$ cat src/rtl/image_processor_array_pkg.sv
// Shared opcode/pixel types for the cell processors and the lane array top.
package CellProcessingPkg;
    localparam int CP_PIXEL_W  = 8;
    localparam int CP_OPCODE_W = 4;
    localparam logic [CP_PIXEL_W-1:0] PIXEL_MAX = '1;

    typedef logic [CP_PIXEL_W-1:0] pixel_t;

    typedef enum logic [CP_OPCODE_W-1:0] {
        PASS_A     = 4'd0,
        ADD_SAT    = 4'd1,
        SUB_SAT    = 4'd2,
        AVG        = 4'd3,
        MAX        = 4'd4,
        MIN        = 4'd5,
        THRESH     = 4'd6,
        INVERT     = 4'd7,
        OFFSET_SAT = 4'd8,
        BLEND      = 4'd9
    } opcode_t;
endpackage

package ImageProcessingPkg;
    import CellProcessingPkg::*;

    localparam int IP_NUM_LANES = 4;

    typedef pixel_t [IP_NUM_LANES-1:0] lane_vec_t;

    typedef enum logic [1:0] {
        IDLE  = 2'd0,
        RUN   = 2'd1,
        DRAIN = 2'd2
    } ipa_state_t;
endpackage

$ cat src/rtl/image_processor_array_cell.sv
// One lane: combinational pixel ALU followed by CELL_LATENCY result registers.
module cell_processor
    import CellProcessingPkg::*;
#(
    parameter int PIXEL_W      = CP_PIXEL_W,
    parameter int CELL_LATENCY = 2
) (
    input  logic               clk,
    input  logic               rst,
    input  opcode_t            opcode,
    input  logic [PIXEL_W-1:0] userVal,
    input  logic [PIXEL_W-1:0] pixelA,
    input  logic [PIXEL_W-1:0] pixelB,
    output logic [PIXEL_W-1:0] result
);
    localparam int AW = 2*PIXEL_W + 1;
    localparam logic [PIXEL_W-1:0] MAX_VAL = '1;

    logic [PIXEL_W:0]   sumAB;
    logic [PIXEL_W:0]   sumAU;
    logic [AW-1:0]      blendAcc;
    logic [PIXEL_W-1:0] aluOut;
    logic [PIXEL_W-1:0] stage [CELL_LATENCY];

    assign sumAB    = (PIXEL_W+1)'(pixelA) + (PIXEL_W+1)'(pixelB);
    assign sumAU    = (PIXEL_W+1)'(pixelA) + (PIXEL_W+1)'(userVal);
    // Divide by 2^PIXEL_W instead of MAX_VAL; result may be one LSB low.
    assign blendAcc = AW'(pixelA) * AW'(userVal) + AW'(pixelB) * AW'(MAX_VAL - userVal);

    always_comb begin
        aluOut = pixelA;
        case (opcode)
            ADD_SAT:    aluOut = sumAB[PIXEL_W] ? MAX_VAL : sumAB[PIXEL_W-1:0];
            SUB_SAT:    aluOut = (pixelA > pixelB) ? (pixelA - pixelB) : '0;
            AVG:        aluOut = PIXEL_W'(sumAB >> 1);
            MAX:        aluOut = (pixelA >= pixelB) ? pixelA : pixelB;
            MIN:        aluOut = (pixelA <= pixelB) ? pixelA : pixelB;
            THRESH:     aluOut = (pixelA >= userVal) ? MAX_VAL : '0;
            INVERT:     aluOut = MAX_VAL - pixelA;
            OFFSET_SAT: aluOut = sumAU[PIXEL_W] ? MAX_VAL : sumAU[PIXEL_W-1:0];
            BLEND:      aluOut = PIXEL_W'(blendAcc >> PIXEL_W);
            default:    aluOut = pixelA;
        endcase
    end

    always_ff @(posedge clk or negedge rst) begin
        if (!rst) begin
            for (int i = 0; i < CELL_LATENCY; i++) stage[i] <= '0;
        end else begin
            stage[0] <= aluOut;
            for (int i = 1; i < CELL_LATENCY; i++) stage[i] <= stage[i-1];
        end
    end

    assign result = stage[CELL_LATENCY-1];
endmodule

$ cat src/rtl/image_processor_array.sv
// NUM_LANES cell processors sharing one latched opcode, feeding a credit-managed output FIFO.
//   state | meaning
//   IDLE  | no opcode loaded, beats refused
//   RUN   | accepting beats under the latched opcode
//   DRAIN | new opcode pending, waiting for pipeline and FIFO to empty
module image_processor_array
    import CellProcessingPkg::*;
    import ImageProcessingPkg::*;
#(
    parameter int PIXEL_W      = CP_PIXEL_W,
    parameter int NUM_LANES    = IP_NUM_LANES,
    parameter int OPCODE_W     = CP_OPCODE_W,
    parameter int CELL_LATENCY = 2,
    parameter int OUT_DEPTH    = 8
) (
    input  logic                         clk,
    input  logic                         rst,
    input  logic                         op_load,
    input  logic [OPCODE_W-1:0]          opcode,
    input  logic [PIXEL_W-1:0]           user_input,
    output logic                         op_ack,
    input  logic                         in_valid,
    output logic                         in_ready,
    input  logic [NUM_LANES*PIXEL_W-1:0] in_pixelA,
    input  logic [NUM_LANES*PIXEL_W-1:0] in_pixelB,
    output logic                         out_valid,
    input  logic                         out_ready,
    output logic [NUM_LANES*PIXEL_W-1:0] out_pixel,
    output logic                         busy
);
    localparam int LW    = NUM_LANES * PIXEL_W;
    localparam int PTR_W = $clog2(OUT_DEPTH);
    localparam int CNT_W = PTR_W + 1;

    ipa_state_t         state, nextState;
    opcode_t            opCodeReg, pendOp;
    logic [PIXEL_W-1:0] userReg, pendUser;
    logic               opAck;
    logic               latchOp, capturePend;

    logic [CELL_LATENCY-1:0] validPipe;
    logic [CNT_W-1:0]        inflight;
    logic [CNT_W-1:0]        fifoCount;
    logic [PTR_W-1:0]        wrPtr, rdPtr;
    logic [LW-1:0]           fifoMem [OUT_DEPTH];
    logic [LW-1:0]           cellOut;
    logic                    accept, push, pop, fifoValid;

    always_comb begin
        inflight = '0;
        for (int i = 0; i < CELL_LATENCY; i++) inflight = inflight + CNT_W'(validPipe[i]);
    end

    // Credits exclude this cycle's pop, so the FIFO can never overflow.
    assign in_ready  = (state == RUN) && ((fifoCount + inflight) < CNT_W'(OUT_DEPTH));
    assign accept    = in_valid && in_ready;
    assign fifoValid = (fifoCount != '0);
    assign push      = validPipe[CELL_LATENCY-1];
    assign pop       = fifoValid && out_ready;

    always_comb begin
        nextState   = state;
        latchOp     = 1'b0;
        capturePend = 1'b0;
        case (state)
            IDLE: begin
                if (op_load) begin
                    nextState = RUN;
                    latchOp   = 1'b1;
                end
            end
            RUN: begin
                if (op_load) begin
                    nextState   = DRAIN;
                    capturePend = 1'b1;
                end
            end
            DRAIN: begin
                if (inflight == '0 && fifoCount == '0) begin
                    nextState = RUN;
                    latchOp   = 1'b1;
                end
            end
            default: nextState = IDLE;
        endcase
    end

    always_ff @(posedge clk or negedge rst) begin
        if (!rst) begin
            state     <= IDLE;
            opAck     <= 1'b0;
            opCodeReg <= PASS_A;
            userReg   <= '0;
            pendOp    <= PASS_A;
            pendUser  <= '0;
        end else begin
            state <= nextState;
            opAck <= latchOp;
            if (capturePend) begin
                pendOp   <= opcode_t'(opcode);
                pendUser <= user_input;
            end
            if (latchOp) begin
                opCodeReg <= (state == DRAIN) ? pendOp : opcode_t'(opcode);
                userReg   <= (state == DRAIN) ? pendUser : user_input;
            end
        end
    end

    for (genvar g = 0; g < NUM_LANES; g++) begin : gLane
        cell_processor #(
            .PIXEL_W      (PIXEL_W),
            .CELL_LATENCY (CELL_LATENCY)
        ) uCell (
            .clk     (clk),
            .rst     (rst),
            .opcode  (opCodeReg),
            .userVal (userReg),
            .pixelA  (in_pixelA[g*PIXEL_W +: PIXEL_W]),
            .pixelB  (in_pixelB[g*PIXEL_W +: PIXEL_W]),
            .result  (cellOut[g*PIXEL_W +: PIXEL_W])
        );
    end

    always_ff @(posedge clk or negedge rst) begin
        if (!rst) begin
            validPipe <= '0;
            wrPtr     <= '0;
            rdPtr     <= '0;
            fifoCount <= '0;
        end else begin
            validPipe[0] <= accept;
            for (int i = 1; i < CELL_LATENCY; i++) validPipe[i] <= validPipe[i-1];
            if (push) wrPtr <= wrPtr + PTR_W'(1);
            if (pop)  rdPtr <= rdPtr + PTR_W'(1);
            if (push && !pop)      fifoCount <= fifoCount + CNT_W'(1);
            else if (pop && !push) fifoCount <= fifoCount - CNT_W'(1);
        end
    end

    always_ff @(posedge clk) begin
        if (push) fifoMem[wrPtr] <= cellOut;
    end

    assign out_valid = fifoValid;
    assign out_pixel = fifoValid ? fifoMem[rdPtr] : '0;
    assign op_ack    = opAck;
    assign busy      = (state != IDLE);
endmodule

$ cat config.mk
export PLATFORM = sky130hd
export DESIGN_NAME = image_processor_array
export DESIGN_NICKNAME = d
export VERILOG_FILES = /design/src/rtl/image_processor_array_pkg.sv /design/src/rtl/image_processor_array_cell.sv /design/src/rtl/image_processor_array.sv
export SDC_FILE = /design/constraint.sdc
export NUM_CORES = 2
export LEC_CHECK = 0
export CELL_PAD_IN_SITES_DETAIL_PLACEMENT = 0
export CELL_PAD_IN_SITES_GLOBAL_PLACEMENT = 1
export CORE_MARGIN = 1
export CORE_UTILIZATION = 56
export CTS_BUF_LIST = sky130_fd_sc_hd__clkbuf_8
export CTS_CLUSTER_DIAMETER = 200
export DETAILED_ROUTE_END_ITERATION = 16
export PLACE_DENSITY_LB_ADDON = 0.1
export SLEW_MARGIN = 25
export SYNTH_ARGS = -nofsm -noshare
export SYNTH_HDL_FRONTEND = slang
export SYNTH_SLANG_ARGS = --single-unit
export TNS_END_PERCENT = 100
$ cat constraint.sdc
create_clock -name clk -period 20.3 [get_ports clk]
set_clock_uncertainty 0.15 [all_clocks]
set_input_delay 4.06 -clock clk [delete_from_list [all_inputs] [get_ports clk]]
set_output_delay 4.06 -clock clk [all_outputs]
set_load 0.05 [all_outputs]
* Word level (Yosys, flattened, before mapping)
Memories as Yosys holds them, arrays and structs flattened.
Index checks and enable logic that the tools add are counted.
** Operators by class
- $add $sub $neg :: 27
- Multiply operators :: 8
- Div/mod/pow operators :: 0
- Order comparisons :: 17
- Equal/unequal tests :: 14
- Shifts and indexed selects :: 0
- Mux-type cells :: 43
- Bitwise gates (word level) :: 0
- Reduce and logical (&&, ||, !) cells :: 15
** Operators by type and width (count)
- one-hot mux 8 bit (9 select lines) :: 4
- two-way mux 8 bit :: 25
- adder 8 x 8 -> 9 bit :: 8
- multiplier 8 x 17 -> 16 bit :: 4
- adder 16 bit :: 4
- >= comparator 8 bit :: 8
- multiplier 8 x 8 -> 16 bit :: 4
- > comparator 8 bit :: 4
- <= comparator 8 bit :: 4
- two-way mux 32 bit :: 1
- subtractor 8 bit :: 4
- subtractor 8 bit, first input constant :: 4
- == test 4 x 3 -> 1 bit, second input constant :: 4
- two-way mux 4 bit :: 3
- subtractor 8 x 8 -> 9 bit, first input constant :: 1
- == test 4 x 2 -> 1 bit, second input constant :: 2
- == test 4 bit, second input constant :: 2
- logical NOT 4 bit :: 2
- adder 3 x 1 -> 3 bit, second input constant :: 2
- logical AND 1 bit :: 6
- two-way mux 2 bit :: 3
- != test 2 bit, second input constant :: 3
- one-hot mux 2 bit (3 select lines) :: 1
- two-way mux 1 bit :: 5
- other kinds (14) :: 16
** Storage, ports and cells
- Bits in registers :: 103
- Bits in latches :: 0
- RAM bits :: 256
- Bits in read-only memories :: 0
- Bits of input ports :: 81
- Output and inout port bits :: 36
- Logic and storage cells :: 143
- Memories :: 1
** Memories
- fifoMem :: words 8, bits a word 32, read ports 1, clocked after memory_dff 0, wr ports 1, line image_processor_array.sv:45 : logic [LW-1:0] fifoMem [OUT_DEPTH];

* Logic depth before layout (Yosys ltp)
- Depth in word-level cells :: 5
- Mapped depth :: 25
- Gate-level depth less buffers :: 23

* By module
From an unflattened synthesis, not the netlist that was laid out.
** Unflattened totals
- Cell total of the unflattened synthesis :: 3723
- Area, all modules :: 38011.5 µm²
** By module, submodules not included
- image_processor_array :: instances 1, cells each 526, area an instance 11417.2 µm², sequential area each 8663.3 µm²
- cell_processor at gLane[1].uCell :: instances 1, cells each 812, area an instance 6782.8 µm², sequential area each 400.4 µm²
- cell_processor at gLane[2].uCell :: instances 1, cells each 807, area an instance 6618.8 µm², sequential area each 400.4 µm²
- cell_processor at gLane[3].uCell :: instances 1, cells each 795, area an instance 6605.1 µm², sequential area each 400.4 µm²
- cell_processor at gLane[0].uCell :: instances 1, cells each 783, area an instance 6587.6 µm², sequential area each 400.4 µm²

* Worst setup path after synthesis
No wires, ideal clock.
- Path kind :: input to register
- Start :: in in_pixelA[14]
- End :: reg gLane[1].uCell.stage[15] (netlist name)
- Setup time :: 0.126 ns
- Data arrival time :: 9.510 ns
- Required time :: 20.024 ns
- Path slack :: 10.514 ns
- Cell stages on the path :: 19
- Path buffers :: 1
- Cells stage by stage :: buf_1 nand2_1 fa_1 fa_1 inv_1 fa_1 fa_1 fa_1 inv_1 fa_1 inv_1 ha_1 a2111oi_0 a31oi_1 a221o_1 a21oi_1 o21bai_1 mux2i_1 o32a_1
** On the way
- Cells in the longest elaborated chain, start to end :: 3
- Elaborated cells between the ends (all ways) :: 17
- Those cells by class :: 5 x add/sub; 1 x mul; 4 x order compare; 7 x mux
** Ends and longest elaborated chain
- start: declaration :: line image_processor_array.sv:24 : input logic [NUM_LANES*PIXEL_W-1:0] in_pixelA,
- multiplier 8 x 8 -> 16 bit, or another cell as far along :: line image_processor_array_cell.sv:28 : assign blendAcc = AW'(pixelA) * AW'(userVal) + AW'(pixelB) * AW'(MAX_VAL - userVal);
- adder 16 bit, or another cell as far along :: line image_processor_array_cell.sv:28
- one-hot mux 8 bit (9 select lines) * :: line image_processor_array_cell.sv:32 : case (opcode)
- net gLane[1].uCell.aluOut[7] :: line image_processor_array_cell.sv:22 : logic [PIXEL_W-1:0] aluOut;
- end: declaration :: line image_processor_array_cell.sv:23 : logic [PIXEL_W-1:0] stage [CELL_LATENCY];
Mark *: on every way through the listed nets, which the timed path passes. The rest lies on a longest branch.
A chain may end at the register's enable or synchronous reset.

* Worst setup path after layout
- Start :: in in_pixelA[9]
- End :: reg gLane[1].uCell.stage[15] (netlist name)
The elaborated chain is that of the path after synthesis.

==> out/qor.csv <==
stage;metric;value;unit
run_status;status;finished, final reports clean;
global_routing;GRT overflow;0;
route;initial DRC count;2007;
sta;setup TNS;0;ns
synthesis;Area contributors post-synth;fa_1 22%, edfxtp_1 21%, ha_1 13%;
sta;Hold Vio Cnt, Final;0;
sta;actual slew at the worst max-slew pin;1.07;ns
die;I/O pin cnt;117;
synthesis;post-synth top area share;0.215;
clock_tree;CTS Hold Bufs;0;
worst_setup_path;CP startpoint;in_pixelA[9];
finish;most common cell after layout, fill and taps aside;inv_1;
global_routing;Most Used Layer, Global Route;met2;
worst_setup_path;R2R Setup Slk;12.72;ns
worst_setup_path;Critical Path RT;20.66;ns
placement;IO buf count;116;
worst_setup_path;Reg-to-Reg Start;userReg[3];
die;core box area;64500;um^2
worst_setup_path;R2R depth;20;
die;Die ar.;66200;um^2
route;via count;26800;
clock_tree;TritonCTS Buffers;55;
synthesis;Post-Syn Area;36500;um^2
clock_tree;Reg clk slew, reported paths;0.06;ns
synthesis;Post-synth EDFFs;256;
route;drt pass-1 iters;6;
global_routing;vias in the first global route;28800;
clock_tree;htree depth;2;
placement;Cells after DPL;4446;
synthesis;synth warn;0;
sta;Min Hold Slack;0.187;ns
sta;Max-slew headroom;0.277;
route;post-DR vias/cell;5.89;
synthesis;ys async rst share;0.287;
clock_tree;post-CTS setup buffers;0;
sta;Achievable Freq;0.0936;GHz
route;Routed Antenna Nets;0;
sta;Final WS setup;9.62;ns
clock_tree;maximum clock insertion buffer count;3;
sta;endpoints failing setup;0;
die;Die Ht;257;um
synthesis;synth unique cells;95;
placement;HPWL after DPL;75700;um
die;Initial Utilization;0.566;
clock_tree;PostCTS Resize Cnt;0;
clock_tree;Sink Count;359;
global_routing;met2 Use GR;0.555;
placement;GPL Wtd Cong;0.971;
sta;RSZ-0062 raised after global routing;false;
sta;crit path time final;10.68;ns
clock_tree;CTS tree;built;
finish;Final Non-Filler Cells;4551;
global_routing;global-route wire length before repair;164000;um
route;final wirelength;104000;um
synthesis;sequential area share after synthesis;0.281;
worst_hold_path;hold path startpoint;gLane[2].uCell.stage[12];
sta;Final period util;0.526;
synthesis;post-synth top area cell;fa_1;
route;Wirelength per Cell;22.8;um
synthesis;Syn Area/Cell;10.2;um^2
finish;most frequent cells in the layout;654 x inv_1, 393 x fa_1, 372 x ha_1;
worst_setup_path;Worst setup EP type;register;
clock_tree;Clock Latency Late Sink;0.67;ns
die;# rows;93;
worst_setup_path;Setup crit start kind;input pin;
finish;final net count;4494;
global_routing;largest net degree at the start of global routing;67;
route;DRC errors left;0;
placement;DP Worst Slack;9.05;ns
worst_hold_path;worst min path class;register to register;
worst_setup_path;Arr. time, crit path;11.04;ns
worst_setup_path;r2r endpoint;gLane[3].uCell.stage[11];
sta;Slew Limit Fails;0;
global_routing;total track usage;0.323;
finish;Area Overhead vs Synth;9.47;%
die;die extent in x;257;um
finish;Fillers;5342;
synthesis;#FFs+latches synth;359;
worst_setup_path;CP endpoint;gLane[1].uCell.stage[15];
global_routing;antenna violations before repair;9;
global_routing;met1 GRT Util;0.421;
worst_setup_path;worst-path maximum fanout;13;
global_routing;met3 usage;0.0457;
job;max-cap violation count;0;
worst_setup_path;Setup CP Type;input pin to register;
synthesis;Top FF cell, synth;edfxtp_1;
finish;layout cells sized above 1;0.0739;
synthesis;Cells after Synth;3566;
clock_tree;root buf cell;clkbuf_8;
critical path: stages:
cell             delay [ns]
clkdlybuf4s50_1        0.99
inv_1                  0.31
nor2_1                 0.27
fa_1                   0.44
inv_1                  0.07
fa_1                   0.40
inv_1                  0.09
fa_1                   0.44
fa_1                   0.51
fa_1                   0.49
inv_1                  0.05
fa_1                   0.48
inv_1                  0.04
ha_1                   0.19
a2111oi_0              0.53
a31oi_1                0.31
a221o_1                0.40
a21oi_1                0.26
o21bai_1               0.17
mux2i_1                0.15
o32a_1                 0.36
sequential cells by signal (all words and copies together), names as in the netlist, 2 cells and up:
name                flops
fifoMem               256
userReg                 8
pendOp                  4
validPipe               2
opCodeReg               4
rdPtr                   3
wrPtr                   3
gLane.uCell.stage      32
pendUser                8
gLane.uCell.result     32
state                   2
fifoCount               4
per-stage QoR:
step                cell area, um^2   util
floorplan                     36500      -
global placement              38700  0.600
detailed placement            38700  0.600
CTS                           40000  0.620
global route                  40000  0.620
finish                        40000  0.620
cell type report:
class	count	area, um^2	share of cell area
Tap cell	855	1070	0.0268
Clock buffer	66	908	0.0227
Inverter	656	2460	0.0616
Antenna cell	1	2.50	0.0000626
Multi-Input combinational cell	2412	23300	0.584
Sequential cell	359	10300	0.257
Clock inverter	38	374	0.00936
Timing Repair Buffer	164	1530	0.0383
per-layer routing:
metal  part of all wire  wire [um]
met2               0.49      51300
met5            0.00064         66
met3              0.068       7010
met1               0.41      42100
met4              0.032       3350
how the worst min path moves through the flow:
stage                                          end  slack, ns  depth (start not counted)
final                     gLane[2].uCell.result[4]       0.19                          0
after floorplan           gLane[0].uCell.result[0]       0.18                          0
after CTS                 gLane[2].uCell.result[4]       0.19                          0
after detailed placement  gLane[0].uCell.result[7]       0.18                          0
after global routing      gLane[2].uCell.result[1]       0.20                          0
after global placement    gLane[0].uCell.result[6]       0.18                          0
synth_stat cells, drive strengths merged (6+ instances only):
cell     number
xnor2        64
or3           8
mux2i        58
dfrtp       103
a22oi        10
a31oi        22
nand2       237
nor2        354
inv         643
a21o         25
a21oi       132
o22ai        19
and2         86
nand4        17
nand3        23
nand3b        7
clkbuf      111
nor3b        12
mux2         18
xor2         34
a221o         8
fa          393
a221oi       10
or2           8
edfxtp      256
a22o          7
o31ai        10
clkinv       13
nand2b       32
o21ba         6
and3          9
nor3         32
o21a         11
buf          31
o21bai       18
a2111oi      15
a211oi       21
o21ai        87
nor2b        57
ha          372
o211ai       20
nor4          7
mux4         64
a41oi         6
logic make-up (layout without fill, tap and decap cells):
kind of cell	after synthesis	count (layout)	share of synthesized area
compound gates	495	495	0.0926
simple gates	910	910	0.116
mux	140	140	0.0609
buf+inv	798	924	0.0829
other cells	1	5	0.000103
xor+xnor	98	98	0.0235
flops	359	359	0.281
fa+ha+maj	765	765	0.343
Power is not shown: default switching activity piles up to over one toggle a cycle in this logic, so the estimate is an artifact.
